## config.mk

```make
export PLATFORM = sky130hd
export DESIGN_NAME = llr_frame_packer_flat
export DESIGN_NICKNAME = d
export VERILOG_FILES = /design/src/rtl/llr_frame_packer_pkg.sv /design/src/rtl/llr_frame_packer_if.sv /design/src/rtl/llr_frame_packer_saturate.sv /design/src/rtl/llr_frame_packer.sv /design/src/flat_wrapper.sv
export SDC_FILE = /design/constraint.sdc
export NUM_CORES = 2
export LEC_CHECK = 0
export CORE_MARGIN = 5
export CORE_UTILIZATION = 30
export DETAILED_ROUTE_END_ITERATION = 6
export SYNTH_ARGS = -nofsm -noshare
export SYNTH_HDL_FRONTEND = slang
export SYNTH_SLANG_ARGS = --single-unit
```

## constraint.sdc

```tcl
create_clock -name clk -period 3.6 [get_ports clk]
set_clock_uncertainty 0.1 [all_clocks]
set_input_delay 0.72 -clock clk [delete_from_list [all_inputs] [get_ports clk]]
set_output_delay 0.72 -clock clk [all_outputs]
set_load 0.1 [all_outputs]
```

## src/rtl/llr_frame_packer_pkg.sv

```systemverilog
`default_nettype none
// ============================================================================
// Module   : llr_frame_packer_pkg
// Purpose  : Shared decoder parameters (Decoder_Parameters block) and the
//            types/constants used by the LLR frame packer.
//            `Zc      - lifting size (LLRs per decoder word)
//            `VWidth  - decoder-side LLR width
//            frame lengths in words and the legal mode encodings.
// Revision : 1.0 - initial release
// ============================================================================

// ---- Decoder_Parameters ----------------------------------------------------
`ifndef DECODER_PARAMETERS_DEFINED
`define DECODER_PARAMETERS_DEFINED
`define Zc             64
`define VWidth         6
`define FRAME_LEN_R23  32
`define FRAME_LEN_R78  24
`define MODE_R23       2'd1
`define MODE_R78       2'd2
`endif
// ----------------------------------------------------------------------------

package llr_frame_packer_pkg;

    localparam int         c_ZC            = `Zc;
    localparam int         c_VWIDTH        = `VWidth;
    localparam int         c_FRAME_LEN_R23 = `FRAME_LEN_R23;
    localparam int         c_FRAME_LEN_R78 = `FRAME_LEN_R78;
    localparam logic [1:0] c_MODE_R23      = `MODE_R23;
    localparam logic [1:0] c_MODE_R78      = `MODE_R78;

    typedef enum logic [1:0] {
        ST_IDLE  = 2'd0,
        ST_FILL  = 2'd1,
        ST_DRAIN = 2'd2
    } state_t;

    function automatic logic mode_legal(input logic [1:0] m);
        return (m == c_MODE_R23) || (m == c_MODE_R78);
    endfunction

    // Frame length in words; illegal modes never start a frame.
    function automatic logic [5:0] frame_len_of(input logic [1:0] m);
        return (m == c_MODE_R78) ? 6'(c_FRAME_LEN_R78) : 6'(c_FRAME_LEN_R23);
    endfunction

endpackage

`default_nettype wire

```

## src/rtl/llr_frame_packer_if.sv

```systemverilog
`default_nettype none
// ============================================================================
// Module   : llr_frame_packer_if
// Purpose  : Beat-side (S_*) and word-side (W_*) handshake bundle.
//            slave  : packer view (consumes beats, produces words)
//            master : environment view
// Revision : 1.0 - initial release
// ============================================================================
interface llr_frame_packer_if #(
    parameter int LANES = 16,
    parameter int IN_W  = 8
);
    import llr_frame_packer_pkg::*;

    logic                         S_VALID;
    logic                         S_READY;
    logic [LANES*IN_W-1:0]        S_DATA;
    logic                         S_LAST;
    logic                         W_VALID;
    logic                         W_READY;
    logic                         W_LAST;
    logic [c_ZC*c_VWIDTH-1:0]     W_DATA;

    modport slave (
        input  S_VALID, S_DATA, S_LAST, W_READY,
        output S_READY, W_VALID, W_LAST, W_DATA
    );

    modport master (
        output S_VALID, S_DATA, S_LAST, W_READY,
        input  S_READY, W_VALID, W_LAST, W_DATA
    );
endinterface

`default_nettype wire

```

## src/rtl/llr_frame_packer_saturate.sv

```systemverilog
`default_nettype none
// ============================================================================
// Module   : llr_saturate
// Purpose  : Combinational single-lane symmetric clipper.
//            llr_in  : signed IN_W input LLR
//            llr_out : signed OUT_W LLR clipped to +/-(2^(OUT_W-1)-1)
// Revision : 1.0 - initial release
// ============================================================================
module llr_saturate #(
    parameter int IN_W  = 8,
    parameter int OUT_W = 6
) (
    input  logic signed [IN_W-1:0]  llr_in,
    output logic signed [OUT_W-1:0] llr_out
);
    localparam logic signed [IN_W-1:0] c_MAX = IN_W'((1 << (OUT_W - 1)) - 1);
    localparam logic signed [IN_W-1:0] c_MIN = -c_MAX;

    // Symmetric range: the most negative code is never produced.
    always_comb begin
        if (llr_in > c_MAX) begin
            llr_out = OUT_W'(c_MAX);
        end else if (llr_in < c_MIN) begin
            llr_out = OUT_W'(c_MIN);
        end else begin
            llr_out = llr_in[OUT_W-1:0];
        end
    end
endmodule

`default_nettype wire

```

## src/rtl/llr_frame_packer.sv

```systemverilog
`default_nettype none
// ============================================================================
// Module   : llr_frame_packer
// Purpose  : Packs LANES-wide saturated LLR beats into Zc-wide decoder words
//            and frames them (32 or 24 words) with zero-fill on early end.
// Ports    : clk, rst_n (async, active low), mode (frame length select),
//            frame_err (one-cycle framing violation pulse),
//            bus (llr_frame_packer_if.slave: S_* beats in, W_* words out)
// Revision : 1.0 - initial release
// ============================================================================
module llr_frame_packer
    import llr_frame_packer_pkg::*;
#(
    parameter int LANES = 16,
    parameter int IN_W  = 8
) (
    input  logic                  clk,
    input  logic                  rst_n,
    input  logic [1:0]            mode,
    output logic                  frame_err,
    llr_frame_packer_if.slave     bus
);
    localparam int c_BEATS  = c_ZC / LANES;
    localparam int c_BCW    = (c_BEATS > 1) ? $clog2(c_BEATS) : 1;
    localparam int c_SLOT_W = LANES * c_VWIDTH;
    localparam int c_WORD_W = c_ZC * c_VWIDTH;

    state_t                r_state, w_state_next;
    logic [c_BCW-1:0]      r_beat_cnt;
    logic [5:0]            r_word_cnt;
    logic [5:0]            r_frame_len;
    logic                  r_run;
    logic                  r_asm_full, r_asm_last;
    logic [c_WORD_W-1:0]   r_asm_data;
    logic [c_WORD_W-1:0]   r_out_data;
    logic                  r_out_valid, r_out_last;
    logic                  r_frame_err;

    logic [c_SLOT_W-1:0]   w_sat_beat;
    logic [c_WORD_W-1:0]   w_merged;
    logic [5:0]            w_frame_len;
    logic                  w_accept, w_beat_end, w_last_word, w_final_beat;
    logic                  w_word_done, w_frame_close, w_err;
    logic                  w_out_free, w_gen_zero, w_frame_done;

    generate
        for (genvar k = 0; k < LANES; k++) begin : g_lane
            llr_saturate #(.IN_W(IN_W), .OUT_W(c_VWIDTH)) u_sat (
                .llr_in  (bus.S_DATA[k*IN_W +: IN_W]),
                .llr_out (w_sat_beat[k*c_VWIDTH +: c_VWIDTH])
            );
        end
    endgenerate

    // Earlier slots come from the assembly register, the current slot from
    // the incoming beat, later slots are zero (this is also the zero-fill
    // for a word cut short by S_LAST).
    always_comb begin
        w_merged = '0;
        for (int b = 0; b < c_BEATS; b++) begin
            if (c_BCW'(b) < r_beat_cnt) begin
                w_merged[b*c_SLOT_W +: c_SLOT_W] = r_asm_data[b*c_SLOT_W +: c_SLOT_W];
            end else if (c_BCW'(b) == r_beat_cnt) begin
                w_merged[b*c_SLOT_W +: c_SLOT_W] = w_sat_beat;
            end
        end
    end

    // Frame length is latched by the first beat; until then follow mode.
    assign w_frame_len   = (r_state == ST_IDLE) ? frame_len_of(mode) : r_frame_len;
    assign bus.S_READY   = r_run && (((r_state == ST_IDLE) && mode_legal(mode)) ||
                                     ((r_state == ST_FILL) && !r_asm_full));
    assign w_accept      = bus.S_VALID && bus.S_READY;
    assign w_beat_end    = (r_beat_cnt == c_BCW'(c_BEATS - 1));
    assign w_last_word   = (r_word_cnt == (w_frame_len - 6'd1));
    assign w_final_beat  = w_beat_end && w_last_word;
    assign w_word_done   = w_accept && (w_beat_end || bus.S_LAST);
    assign w_frame_close = w_word_done && (bus.S_LAST || w_last_word);
    assign w_err         = w_accept && (bus.S_LAST ? !w_final_beat : w_final_beat);
    assign w_out_free    = !r_out_valid || bus.W_READY;
    assign w_gen_zero    = (r_state == ST_DRAIN) && !r_asm_full && (r_word_cnt != r_frame_len);
    assign w_frame_done  = r_out_valid && bus.W_READY && r_out_last;

    assign bus.W_VALID   = r_out_valid;
    assign bus.W_LAST    = r_out_last;
    assign bus.W_DATA    = r_out_data;
    assign frame_err     = r_frame_err;

    always_ff @(posedge clk or negedge rst_n) begin
        if (!rst_n) begin
            r_state <= ST_IDLE;
        end else begin
            r_state <= w_state_next;
        end
    end

    always_comb begin
        w_state_next = r_state;
        case (r_state)
            ST_IDLE, ST_FILL: begin
                if (w_accept) begin
                    w_state_next = w_frame_close ? ST_DRAIN : ST_FILL;
                end
            end
            ST_DRAIN: begin
                if (w_frame_done) begin
                    w_state_next = ST_IDLE;
                end
            end
            default: w_state_next = ST_IDLE;
        endcase
    end

    always_ff @(posedge clk or negedge rst_n) begin
        if (!rst_n) begin
            r_run       <= 1'b0;
            r_beat_cnt  <= '0;
            r_word_cnt  <= '0;
            r_frame_len <= '0;
            r_asm_full  <= 1'b0;
            r_asm_last  <= 1'b0;
            r_asm_data  <= '0;
            r_out_data  <= '0;
            r_out_valid <= 1'b0;
            r_out_last  <= 1'b0;
            r_frame_err <= 1'b0;
        end else begin
            r_run       <= 1'b1;
            r_frame_err <= w_err;

            // Assembly side: accept beats, or synthesise zero words in DRAIN.
            if (w_accept) begin
                r_asm_data <= w_merged;
                if (r_state == ST_IDLE) begin
                    r_frame_len <= frame_len_of(mode);
                end
                if (w_word_done) begin
                    r_beat_cnt <= '0;
                    r_word_cnt <= r_word_cnt + 6'd1;
                    if (!w_out_free) begin
                        r_asm_full <= 1'b1;
                        r_asm_last <= w_last_word;
                    end
                end else begin
                    r_beat_cnt <= r_beat_cnt + c_BCW'(1);
                end
            end else if (w_gen_zero) begin
                r_asm_data <= '0;
                r_asm_full <= 1'b1;
                r_asm_last <= (r_word_cnt == (r_frame_len - 6'd1));
                r_word_cnt <= r_word_cnt + 6'd1;
            end

            // Output side: a parked word has priority; a word completing this
            // cycle bypasses the assembly register when the output is free.
            if (w_out_free) begin
                if (r_asm_full) begin
                    r_out_data  <= r_asm_data;
                    r_out_valid <= 1'b1;
                    r_out_last  <= r_asm_last;
                    r_asm_full  <= 1'b0;
                end else if (w_word_done) begin
                    r_out_data  <= w_merged;
                    r_out_valid <= 1'b1;
                    r_out_last  <= w_last_word;
                end else if (r_out_valid) begin
                    r_out_valid <= 1'b0;
                    r_out_last  <= 1'b0;
                end
            end

            if (w_frame_done) begin
                r_word_cnt <= '0;
                r_beat_cnt <= '0;
            end
        end
    end
endmodule

`default_nettype wire

```

## src/flat_wrapper.sv

```systemverilog
// flat-port wrapper written by rule: the top's interface ports become plain ports
module llr_frame_packer_flat import llr_frame_packer_pkg::*;
#(
    parameter int LANES = 16,
    parameter int IN_W  = 8
)
  (clk, rst_n, mode, frame_err, bus_S_VALID, bus_S_DATA, bus_S_LAST, bus_W_READY, bus_S_READY, bus_W_VALID, bus_W_LAST, bus_W_DATA);
  llr_frame_packer_if #(.LANES(LANES), .IN_W(IN_W)) bus_i ();
  input  logic clk;
  input  logic rst_n;
  input  logic [1:0] mode;
  output logic frame_err;
  input wire logic [$bits(bus_i.S_VALID)-1:0] bus_S_VALID;
  input wire logic [$bits(bus_i.S_DATA)-1:0] bus_S_DATA;
  input wire logic [$bits(bus_i.S_LAST)-1:0] bus_S_LAST;
  input wire logic [$bits(bus_i.W_READY)-1:0] bus_W_READY;
  output wire logic [$bits(bus_i.S_READY)-1:0] bus_S_READY;
  output wire logic [$bits(bus_i.W_VALID)-1:0] bus_W_VALID;
  output wire logic [$bits(bus_i.W_LAST)-1:0] bus_W_LAST;
  output wire logic [$bits(bus_i.W_DATA)-1:0] bus_W_DATA;
  assign bus_i.S_VALID = bus_S_VALID;
  assign bus_i.S_DATA = bus_S_DATA;
  assign bus_i.S_LAST = bus_S_LAST;
  assign bus_i.W_READY = bus_W_READY;
  assign bus_S_READY = bus_i.S_READY;
  assign bus_W_VALID = bus_i.W_VALID;
  assign bus_W_LAST = bus_i.W_LAST;
  assign bus_W_DATA = bus_i.W_DATA;
  llr_frame_packer #(.LANES(LANES), .IN_W(IN_W)) u_core (.clk(clk), .rst_n(rst_n), .mode(mode), .frame_err(frame_err), .bus(bus_i));
endmodule
```

# Word level (Yosys, flattened, before mapping)

Index checks and enable logic that the tools add are counted.

Bits of input ports: 135
Word-level logic and storage cells: 174
Flip-flop bits (word level): 790
Output and inout bits: 388

Reductions and logical operators: 33
Multiplexer cells: 73
Magnitude comparators: 36
$add $sub $neg: 4
Equality and inequality tests: 16

Operator list:

| cell                | count |
|---|---|
| $mux 384            | 4 |
| $mux 96             | 8 |
| $mux 6              | 38 |
| $gt 8x6->1 const B  | 16 |
| $lt 8x6->1 const B  | 16 |
| $mux 1              | 16 |
| $eq 6x6->1          | 2 |
| $logic_and 1x1->1   | 12 |
| $mux 2              | 6 |
| $sub 6x1->6 const B | 2 |
| $reduce_and 2->1    | 4 |
| $add 6x1->6 const B | 1 |
| $eq 2x2->1 const B  | 3 |
| $ne 6x6->1          | 1 |
| $reduce_bool 2->1   | 3 |
| $reduce_bool 3->1   | 2 |
| $logic_or 1x1->1    | 5 |
| $eq 2x1->1 const B  | 2 |
| $eq 2x2->1 const A  | 2 |
| $logic_not 2->1     | 2 |
| $lt 1x2->1 const A  | 2 |
| $lt 2x2->1 const A  | 2 |
| $ne 2x1->1 const B  | 2 |
| $ne 2x2->1 const B  | 2 |
| other kinds (7)     | 9 |

# Longest topological paths before layout

Depth in word-level cells: 11
Mapped depth: 12
Depth with buffers taken out: 9

# By module

A second synthesis with hierarchy kept.

Cells, all modules: 3706
Area, all modules: 35595.4 sq um

Modules (own cells, without submodules):

| module           | times used | sequential area each (sq um) | area an instance (sq um) | cells an instance |
|---|---|---|---|---|
| llr_frame_packer | 1          | 19769.0                      | 33513.4                  | 3354 |
| llr_saturate     | 16         | 0.0                          | 130.1                    | 22 |

# Worst setup path after synthesis

Ideal clock, no wire load.

Path type: input port to output port
Start point: input port mode[0]
End point: output port bus_S_READY
Slack: -0.727 ns
Cell stages on the path: 4
Data required time: 2.780 ns
Arrival: 3.507 ns
Cell sequence: inv_1 ha_1 mux2_4 nor3b_1

Cells in the longest elaborated chain, start to end: 5
Elaborated cells on any way between the ends: 6
Those cells by class: eq/ne: 2; reduce/logical: 4

RTL lines:

| what                                     | line                       | source |
|---|---|---|
| from (decl)                              | flat_wrapper.sv:11         | `input logic [1:0] mode;` |
| $eq 2x1->1 or $eq 2x2->1 (tied branches) | llr_frame_packer_pkg.sv:40 | `return (m == c_MODE_R23) \|\| (m == c_MODE_R78);` |
| $logic_or 1x1->1 (*)                     | llr_frame_packer_pkg.sv:40 |  |
| $logic_and 1x1->1 (*)                    | llr_frame_packer.sv:71     | `assign bus.S_READY = r_run && (((r_state == ST_IDLE) && mode_legal(mode)) \|\|` |
| $logic_or 1x1->1 (*)                     | llr_frame_packer.sv:71     |  |
| $logic_and 1x1->1 (*)                    | llr_frame_packer.sv:71     |  |
| to (decl)                                | flat_wrapper.sv:17         | `output wire logic [$bits(bus_i.S_READY)-1:0] bus_S_READY;` |

Every way passes the cells marked *; elsewhere a longest branch is shown, timed or not.

# Final worst setup path

Start point: register u_core.r_beat_cnt[1]
End point: register u_core.r_out_data[115], in the netlist u_core.bus.W_DATA[115]

Cells in the longest elaborated chain, start to end: 5
Elaborated cells on any way between the ends: 11
Those cells by class: order compare: 1; eq/ne: 2; mux: 4; reduce/logical: 4

RTL lines:

| what                                          | line                                           | source |
|---|---|---|
| from (decl)                                   | llr_frame_packer.sv:29                         | `logic [c_BCW-1:0] r_beat_cnt;` |
| from (signal assigned)                        | llr_frame_packer.sv:145                        | `r_beat_cnt <= r_beat_cnt + c_BCW'(1);` |
| $eq 1x2->1 or $eq 2x2->1 (tied branches)      | llr_frame_packer.sv:63, llr_frame_packer.sv:74 |  |
| $mux 96 or $logic_or 1x1->1 (tied branches)   | llr_frame_packer.sv:63, llr_frame_packer.sv:77 |  |
| $mux 96 or $logic_and 1x1->1 (tied branches)  | llr_frame_packer.sv:61, llr_frame_packer.sv:77 |  |
| $mux 384 or $reduce_bool 2->1 (tied branches) | -                                              |  |
| $mux 384 or $reduce_and 2->1 (tied branches)  | -                                              |  |
| to (signal assigned)                          | llr_frame_packer.sv:158                        | `r_out_data <= r_asm_data;` |
| to (signal assigned)                          | llr_frame_packer.sv:163                        | `r_out_data <= w_merged;` |
| to (decl)                                     | llr_frame_packer.sv:35                         | `logic [c_WORD_W-1:0] r_out_data;` |

Parallel ways exist; a longest one is shown, timed or not. The select of a mux whose other input is x is not followed.
A chain may end at the register's enable or synchronous reset.

==> flow_summary_export.csv <==
group,metric,value,unit
floorplanning,fp.coreArea,117000,sq um
timing,report.final.slew_viol_count,0,
floorplanning,rows,125,
cts,max-clock-path-buffers,3,
setup_path,worstSetupStartpointType,"flop",
floorplanning,io_pins,523,
timing,tns,0,ns
floorplanning,design.die.area,125000,sq um
routing,drc,0,
global_route,track_usage,21.6,%
power,power_density,1120,nW/um^2
routing,via_count,32000,
routing,routed_wl,139,mm
setup_path,path_max_fanout,32,
synthesis,yosysSeqAreaShare,56.0,%
synthesis,yosysTopAreaCellShare,56.0,%
synthesis,yosys.cell_types.count,63,
floorplanning,die_h,353,microns
timing,finalCritPeriodShare,86.1,%
cells_and_area,utilization,38.9,%
global_route,grt_max_degree,122,
timing,worst_pin_slew,1.05,ns
routing,via_per_inst,5.36,
synthesis,syn_area,35300,sq um
setup_path,arrival,3.59,ns
timing,whs,0.376,ns
synthesis,synth_cells,3962,
global_route,grt_pass1_wl,207,mm
setup_path,critical_path_class,"flop to flop",
timing,slew_headroom,29.8,%
cts,ctsResizeCount,0,
run,maxCapViolations,0,
cells_and_area,drive_above_1_share,12.9,%
global_route,overflow,0,
min_path,hold_path_class,"flop to flop",
routing,wl_per_cell,23.2,microns
timing,hold_violations,0,
cts,cts_root_buf,"clkbuf_16",
global_route,grt_pass1_vias,31100,
timing,fmax,0.322,GHz
floorplanning,chipWidth,353,microns
cells_and_area,layout.nets,4536,
cts,cts_num_sinks,790,
cells_and_area,layoutNonFillerInstCount,5979,
timing,rsz0062_at_grt,"no",
floorplanning,start_util,30.3,%
cts,cts_tree,"done",
cts,cts.htree.levels,3,
global_route,antenna_found_initial,8,
setup_path,worst_ep_required_time,4.09,ns
synthesis,yosys-top-cells-area,"dfrtp_1, o21ai_0, nand2_1",
cts,cts_buffers,89,
timing,setup_viol,0,
synthesis,synth_top_cell_by_area,"dfrtp_1",
synthesis,yosys_warnings,0,
synthesis,synthArstFlopShare,100,%
cells_and_area,diodes,0,
timing,finalCriticalPeriod,3.10,ns
cts,clock_latency,0.66,ns
routing,first_pass_iters,5,
place,placed_area,42500,sq um
power,leakagePower,19.8,nW
place,numPlacedInstances,5824,
cells_and_area,area_growth,28.6,%
synthesis,synth_flop_cell,"dfrtp_1",
setup_path,endpoint_kind,"flop",
power,ir_drop,0.00121,V
place,io_buffers,522,
place,gp_congestion,0.820,
cts,clk_pin_slew_worst_paths,0.06,ns
synthesis,synth_edf_count,0,
synthesis,syn_nets,4106,
synthesis,syn_avg_cell_area,8.90,sq um
routing,drt_iter0_markers,2922,
cells_and_area,final_area,45400,sq um
outcome,status,"finished, final reports clean",
place,dp_hpwl,92.1,mm
synthesis,yosys_register_bits,790,
routing,postRouteAntennaNets,0,
[critical path, stage by stage, from the launching register on]
cell and delay, ns:
dfrtp_1 0.46, clkinv_1 0.25, ha_1 0.19, buf_4 0.26, nor2b_1 0.34, nand2_2 0.63
o211ai_1 0.42, o21ai_0 0.13, a21oi_1 0.17
[power breakdown]
| group | total [mW] | switching [mW] | internal (mW) |
|---|---|---|---|
| combinational | 27.8 | 21.6 | 6.18 |
| clock | 8.94 | 3.81 | 5.13 |
| sequential | 14.0 | 2.27 | 11.7 |
| total | 50.7 | 27.7 | 23.0 |
[cell families (layout without fill, tap and decap cells)]
group	Yosys count	after routing	share of synthesized area [%]
buffers and inverters	361	854	4.13
AOI/OAI and AO/OA	1422	1422	22.9
muxes	4	4	0.131
adders and majority gates	9	9	0.319
and+or+nand+nor	1358	1358	16.0
xor gates and xnor gates	17	17	0.443
DFF	790	790	56.0
other	1	1	0.0106
[synth_stat cells (all sizes together) (45+ instances only)]
cell,count
dfrtp,790
nand3,119
a32oi,54
nor2,390
a221oi,45
buf,80
clkbuf,272
o22ai,115
o211ai,63
a22o,48
o21ai,667
a21oi,377
nand2,715
[worst paths after layout]
kind,start,to,slack (ns),depth (start not counted)
hold / removal,u_core.bus.W_DATA[248],u_core.bus.W_DATA[248],0.38,2
max in group asynchronous,rst_n,u_core.r_asm_data[369],1.85,3
min in group asynchronous,rst_n,u_core.r_asm_data[321],0.56,2
setup reg to reg,u_core.r_beat_cnt[1],u_core.bus.W_DATA[115],0.50,8
setup / recovery,u_core.r_beat_cnt[1],u_core.bus.W_DATA[115],0.50,8
hold reg to reg,u_core.bus.W_DATA[248],u_core.bus.W_DATA[248],0.38,2
[per-layer routing]
layer | vias up | routed length [microns] | track usage (%)
li1 | 14800 | - | -
met1 | 15800 | 60300 | 29.1
met2 | 1253 | 63800 | 34.8
met3 | 185 | 11400 | 5.43
met4 | 0 | 3200 | 5.48
met5 | - | 0 | 0
[cell usage in the layout (no fill, tap or decap), types with 20 or more instances in the layout]
cell type / netlist / layout
o21ai_0: 664 / 664
or2_2: 22 / 20
a221oi_1: 45 / 45
o22ai_1: 115 / 115
clkbuf_1: 272 / 21
and3_1: 33 / 33
nand3_1: 119 / 119
nand2_1: 715 / 704
dfrtp_1: 790 / 789
clkbuf_16: 0 / 89
nor2_1: 389 / 383
a22o_1: 48 / 48
a32oi_1: 54 / 54
a21oi_1: 376 / 371
o211ai_1: 63 / 63
buf_12: 0 / 50
buf_4: 6 / 326
clkdlybuf4s50_1: 0 / 313
a31oi_1: 39 / 39
[what timing repair did]
item                      CTS  global route
hold buffers                1             0
buffers inserted            0             0
hold endpoints to repair   42             0
[flip-flops by register name (all words and copies together) (netlist names)]
register / count
u_core.bus.W_DATA: 384
u_core.r_asm_data: 384
u_core.r_frame_len: 6
u_core.r_word_cnt: 6
u_core.r_beat_cnt: 2
u_core.r_state: 2
u_core.bus.W_LAST: 1
u_core.bus.W_VALID: 1
u_core.frame_err: 1
u_core.r_asm_full: 1
u_core.r_asm_last: 1
u_core.r_run: 1
[area by class of cell]
type / instances / area, sq um
Fill cell: 11600 / 71100
Sequential cell: 790 / 19800
Multi-Input combinational cell: 2811 / 14200
Timing Repair Buffer: 691 / 6610
Clock buffer: 128 / 2550
Tap cell: 1524 / 1910
Clock inverter: 26 / 259
Inverter: 9 / 38.8
[stage by stage]
stage	worst slack [ns]	power, mW
final	0.499	50.7
after CTS	0.480	51.0
after detailed placement	0.0637	41.9
after global routing	0.285	53.1
after floorplan	0.262	32.9
after global placement	0.109	41.7
Power figures use the tool's default switching activity.
